<file path="src/rtl/pipeline_hazard_ctrl.sv">
// Stall/bubble and machine-status controller for the five-stage Y86-64 pipeline.
// Optional saturating performance counters are enabled with PIPE_PERF_CNT_EN.
module pipeline_hazard_ctrl #(
    parameter int unsigned CNT_W = 32,
    parameter logic [3:0]  RNONE = 4'hF
) (
    input  logic             clk,
    input  logic             rst,
    input  logic [3:0]       D_icode,
    input  logic [3:0]       d_srcA,
    input  logic [3:0]       d_srcB,
    input  logic [3:0]       E_icode,
    input  logic [3:0]       E_dstM,
    input  logic             e_Cnd,
    input  logic [3:0]       M_icode,
    input  logic [2:0]       m_stat,
    input  logic [2:0]       W_stat,
    output logic             F_stall,
    output logic             D_stall,
    output logic             D_bubble,
    output logic             E_bubble,
    output logic             M_bubble,
    output logic             W_stall,
    output logic             set_cc,
    output logic             cpu_halted,
    output logic [2:0]       cpu_stat
`ifdef PIPE_PERF_CNT_EN
    ,
    output logic [CNT_W-1:0] cyc_cnt,
    output logic [CNT_W-1:0] stall_cnt,
    output logic [CNT_W-1:0] mispred_cnt
`endif
);

    localparam logic [3:0] I_OPQ    = 4'h6;
    localparam logic [3:0] I_JXX    = 4'h7;
    localparam logic [3:0] I_IRET   = 4'h9;
    localparam logic [3:0] I_MRMOVQ = 4'h5;
    localparam logic [3:0] I_POPQ   = 4'hB;
    localparam logic [2:0] S_AOK    = 3'd1;

    typedef enum logic [1:0] {
        ST_RUN    = 2'd0,
        ST_DRAIN  = 2'd1,
        ST_HALTED = 2'd2
    } state_t;

    state_t state, state_next;

    logic load_use, ret_in, mispredict, m_exc, w_exc;

    // Hazard detection; any icode not named here compares false and is harmless.
    assign load_use   = ((E_icode == I_MRMOVQ) || (E_icode == I_POPQ)) &&
                        (E_dstM != RNONE) &&
                        ((E_dstM == d_srcA) || (E_dstM == d_srcB));
    assign ret_in     = (D_icode == I_IRET) || (E_icode == I_IRET) || (M_icode == I_IRET);
    assign mispredict = (E_icode == I_JXX) && !e_Cnd;
    assign m_exc      = (m_stat != S_AOK);
    assign w_exc      = (W_stat != S_AOK);

    always_ff @(posedge clk or posedge rst) begin
        if (rst) begin
            state      <= ST_RUN;
            cpu_halted <= 1'b0;
            cpu_stat   <= S_AOK;
        end else begin
            state <= state_next;
            if ((state != ST_HALTED) && (state_next == ST_HALTED)) begin
                cpu_halted <= 1'b1;
                cpu_stat   <= W_stat;
            end
        end
    end

    // Next state and pipeline-register controls; everything is held low during reset.
    always_comb begin
        state_next = state;
        F_stall    = 1'b0;
        D_stall    = 1'b0;
        D_bubble   = 1'b0;
        E_bubble   = 1'b0;
        M_bubble   = 1'b0;
        W_stall    = 1'b0;
        set_cc     = 1'b0;
        if (!rst) begin
            case (state)
                ST_RUN, ST_DRAIN: begin
                    if (w_exc)
                        state_next = ST_HALTED;
                    else if (m_exc)
                        state_next = ST_DRAIN;
                    F_stall  = load_use | ret_in;
                    D_stall  = load_use;
                    D_bubble = mispredict | (ret_in & ~load_use);
                    E_bubble = mispredict | load_use;
                    M_bubble = m_exc | w_exc;
                    W_stall  = w_exc;
                    set_cc   = (E_icode == I_OPQ) & ~m_exc & ~w_exc;
                end
                ST_HALTED: begin
                    F_stall  = 1'b1;
                    D_stall  = 1'b1;
                    E_bubble = 1'b1;
                    M_bubble = 1'b1;
                    W_stall  = 1'b1;
                end
                default: state_next = ST_RUN;
            endcase
        end
    end

`ifdef PIPE_PERF_CNT_EN
    // Saturating activity counters, frozen once halted.
    always_ff @(posedge clk or posedge rst) begin
        if (rst) begin
            cyc_cnt     <= '0;
            stall_cnt   <= '0;
            mispred_cnt <= '0;
        end else if (state != ST_HALTED) begin
            if (cyc_cnt != '1)
                cyc_cnt <= cyc_cnt + CNT_W'(1);
            if (F_stall && (stall_cnt != '1))
                stall_cnt <= stall_cnt + CNT_W'(1);
            if (mispredict && (mispred_cnt != '1))
                mispred_cnt <= mispred_cnt + CNT_W'(1);
        end
    end
`endif

endmodule

</file>
<file path="config.mk">
export PLATFORM = sky130hd
export DESIGN_NAME = pipeline_hazard_ctrl
export DESIGN_NICKNAME = d
export VERILOG_FILES = /design/src/rtl/pipeline_hazard_ctrl.sv
export SDC_FILE = /design/constraint.sdc
export NUM_CORES = 1
export LEC_CHECK = 0
export ABC_AREA = 1
export ABC_CLOCK_PERIOD_IN_PS = 1100
export BUFFER_PORTS_ARGS = -buffer_cell sky130_fd_sc_hd__buf_2
export CAP_MARGIN = 0
export CORE_MARGIN = 10
export CORE_UTILIZATION = 35
export CTS_BUF_LIST = sky130_fd_sc_hd__clkbuf_4
export CTS_CLUSTER_SIZE = 28
export DETAILED_ROUTE_END_ITERATION = 12
export GPL_TIMING_DRIVEN = 0
export MAX_ROUTING_LAYER = met4
export PLACE_DENSITY = 0.73
export SYNTH_ARGS = -nofsm -noshare
export SYNTH_HDL_FRONTEND = slang
export SYNTH_SLANG_ARGS = --single-unit
</file>
<file path="constraint.sdc">
create_clock -name clk -period 1.1 [get_ports clk]
set_input_delay 0.165 -clock clk [delete_from_list [all_inputs] [get_ports clk]]
set_output_delay 0.165 -clock clk [all_outputs]
set_load 0.02 [all_outputs]
</file>
==> flow_summary.json <==
{
  "max_freq_mhz": 674.2,
  "ys.flop_type": "dfrtp_1",
  "min_period_ns": 1.483,
  "postSynthCellCount": 109,
  "diodes": 0,
  "met1_length_um": 853,
  "synth_area_leaders": "nand2_1, dfrtp_1, inv_1",
  "first_pass_iters": 4,
  "drive_gt1_share_pct": 46.95,
  "preCtsSetupSlack_ns": -0.3127,
  "worstPathCellList": "inv_2 > nand4_4 > nor4_4 > and3_4 > buf_6",
  "end_kind": "output pin",
  "routed_wirelength_um": 2042,
  "whs_ns": 0.03205,
  "critical_path_arrival_ns": 1.32,
  "skew_ns": 0.01242,
  "status": "complete, but fails checks",
  "clockBufferDepth": 2,
  "grt.overflow.total": 0,
  "required_ns": 0.94,
  "rows": 15,
  "async_reset_ff_share_pct": 100.0,
  "coreArea_sq_um": 1689,
  "violations": "setup timing",
  "start_kind": "flop",
  "place_hpwl_um": 1667,
  "power.density_nw_per_um2": 990.9,
  "instances_no_fill": 181,
  "cts_tree": "yes",
  "leakage_nw": 0.6380,
  "maxCapViolCount": 0,
  "routed-via-count": 813,
  "nNetsFinal": 198,
  "ys_seq_elements": 6,
  "hold_viol": 0,
  "ys_seq_area_share_pct": 24.69,
  "start_util_pct": 36.30,
  "antenna_found_initial": 0,
  "avgSynthCellArea_sq_um": 5.625,
  "area_delta_synth_final_pct": 73.67,
  "synthTopCellsByCount": "nand2_1, inv_1, nor2_1, dfrtp_1",
  "fin_util_pct": 63.04,
  "max_slew_margin_pct": 83.71,
  "insertion_delay_ns": 0.25,
  "die_x_um": 61.86,
  "rr_startpoint": "state[1]",
  "clock_tree.root_cell": "clkbuf_4",
  "cpPeakStageDelay_ns": 0.39,
  "synth_area_sq_um": 613.1,
  "vias_per_cell": 4.492,
  "portBuffers": 43,
  "synth_top_cell_by_area": "nand2_1",
  "drc": 0,
  "die-area_sq_um": 3826,
  "wl_per_cell_um": 11.28,
  "yosysTopAreaCellShare_pct": 26.94,
  "cp_slowest_cell": "dfrtp_1",
  "chipHeight_um": 61.86,
  "cts_buffers": 3,
  "rsz0062_at_grt": "true",
  "grt_usage_pct": 12.07,
  "gp_congestion": 0.8056,
  "fill_cells": 152,
  "fin_crit_sh_pct": 134.8,
  "power_mw": 1.055,
  "grt_pass1_wl_um": 3484,
  "grt_pass1_vias": 868,
  "syn-num-nets": 142,
  "first_iter_violations": 18,
  "ant_nets": 0,
  "synth.distinct_cells": 21,
  "ioPinCount": 44,
  "wl_met3_um": 77,
  "worst_slew_pin_slew_ns": 0.2435,
  "holdCritPathClass": "in -> async",
  "yosysMostFrequentCell": "nand2_1",
  "htreeDepth": 1,
  "numClockSinks": 6,
  "critPathMaxFanout": 2,
  "wl_met2_um": 1111,
  "rr_endpoint": "cpu_stat[1]",
  "critical_path_class": "reg -> out",
  "reg2reg_depth": 8,
  "reg2reg_slack_ns": -0.34,
  "vdd_drop_max_mv": 0.8897,
  "slew_violations": 0,
  "clkTransAtPathRegs_ns": 0.05,
  "top_layer_used": "met3",
  "grt_max_degree": 8,
  "synth_edf_count": 0,
  "dp_cells": 169,
  "synth_warnings": 0,
  "setup_viol": 12,
  "layout_setup_ws_ns": -0.3832
}
==> power by group <==
| group | switching, mW | total [mW] | internal [mW] |
|---|---|---|---|
| registers | 0.0318 | 0.301 | 0.270 |
| logic | 0.275 | 0.504 | 0.229 |
| clock network | 0.0871 | 0.250 | 0.162 |
| total | 0.394 | 1.06 | 0.661 |
==> critical path: cells and delay by family, from the launching register on <==
kind	cells	cell delay, ns
and+or+nand+nor	3	0.49
buffers and inverters	2	0.19
DFF	1	0.39
==> layout by cell type, fill, tap and decap left out <==
cell / n
nand2_1: 37
a21oi_4: 1
a21oi_2: 1
o21ai_4: 1
o21ai_0: 1
nor2_2: 1
dfstp_2: 1
nor2_1: 7
buf_6: 9
nor3_2: 1
nand4_4: 1
clkbuf_4: 4
o21ai_2: 1
inv_2: 4
a21oi_1: 1
buf_2: 35
nor3_1: 2
dfrtp_1: 5
nand3b_1: 1
inv_1: 24
nand2_2: 8
o21ai_1: 2
buf_4: 6
nor4_4: 1
nand3_4: 1
o211ai_1: 1
nand3_1: 3
nand4_1: 2
and3_4: 1
dlygate4sd3_1: 1
==> layout make-up <==
type,instances,area (sq um),area share [%]
Sequential cell,6,151.4,14.22
Multi-Input combinational cell,75,425.4,39.95
Tap cell,17,21.27,1.998
Timing Repair Buffer,51,331.6,31.14
Clock buffer,4,30.03,2.820
Inverter,28,105.1,9.871
==> metrics by stage <==
stage	cell area [sq um]	setup TNS, ns
after floorplan	648.1	-0.1403
after global placement	884.6	-1.488
after detailed placement	884.6	-1.569
after CTS	1041	-3.633
after global routing	1065	-4.348
final	1065	-3.496
==> state kept, by name (all words and copies together), names as in the netlist <==
name and flops:
cpu_halted 1, cpu_stat 3, state 2
==> kinds of logic (layout without fill, tap and decap cells) <==
logic type	count (synthesis)	count (layout)	synth area share (%)
and+or+nand+nor	66	66	47.96
AOI/OAI and AO/OA	9	9	10.20
DFF	6	6	24.69
buffers and inverters	28	83	17.14
==> how the worst max path moves through the flow <==
stage                        end  slack, ns      from
after floorplan           set_cc      -0.11  state[1]
after global placement    set_cc      -0.30  state[1]
after detailed placement  set_cc      -0.31  state[1]
after CTS                 set_cc      -0.50  state[1]
after global routing      set_cc      -0.45  state[1]
final                     set_cc      -0.38  state[1]
==> per-layer routing <==
layer | up-vias | track usage (%)
met5 | - | -
met4 | 0 | 2.866
met2 | 25 | 21.67
li1 | 440 | -
met1 | 348 | 12.62
met3 | 0 | 3.659
==> timing repair <==
item,in CTS,in global routing
pin swaps,6,4
endpoints found under the hold margin,5,0
setup endpoints to repair,11,13
hold buffers,1,0
gates resized for setup,24,5
setup buffers,6,1
Power figures use the tool's default switching activity.
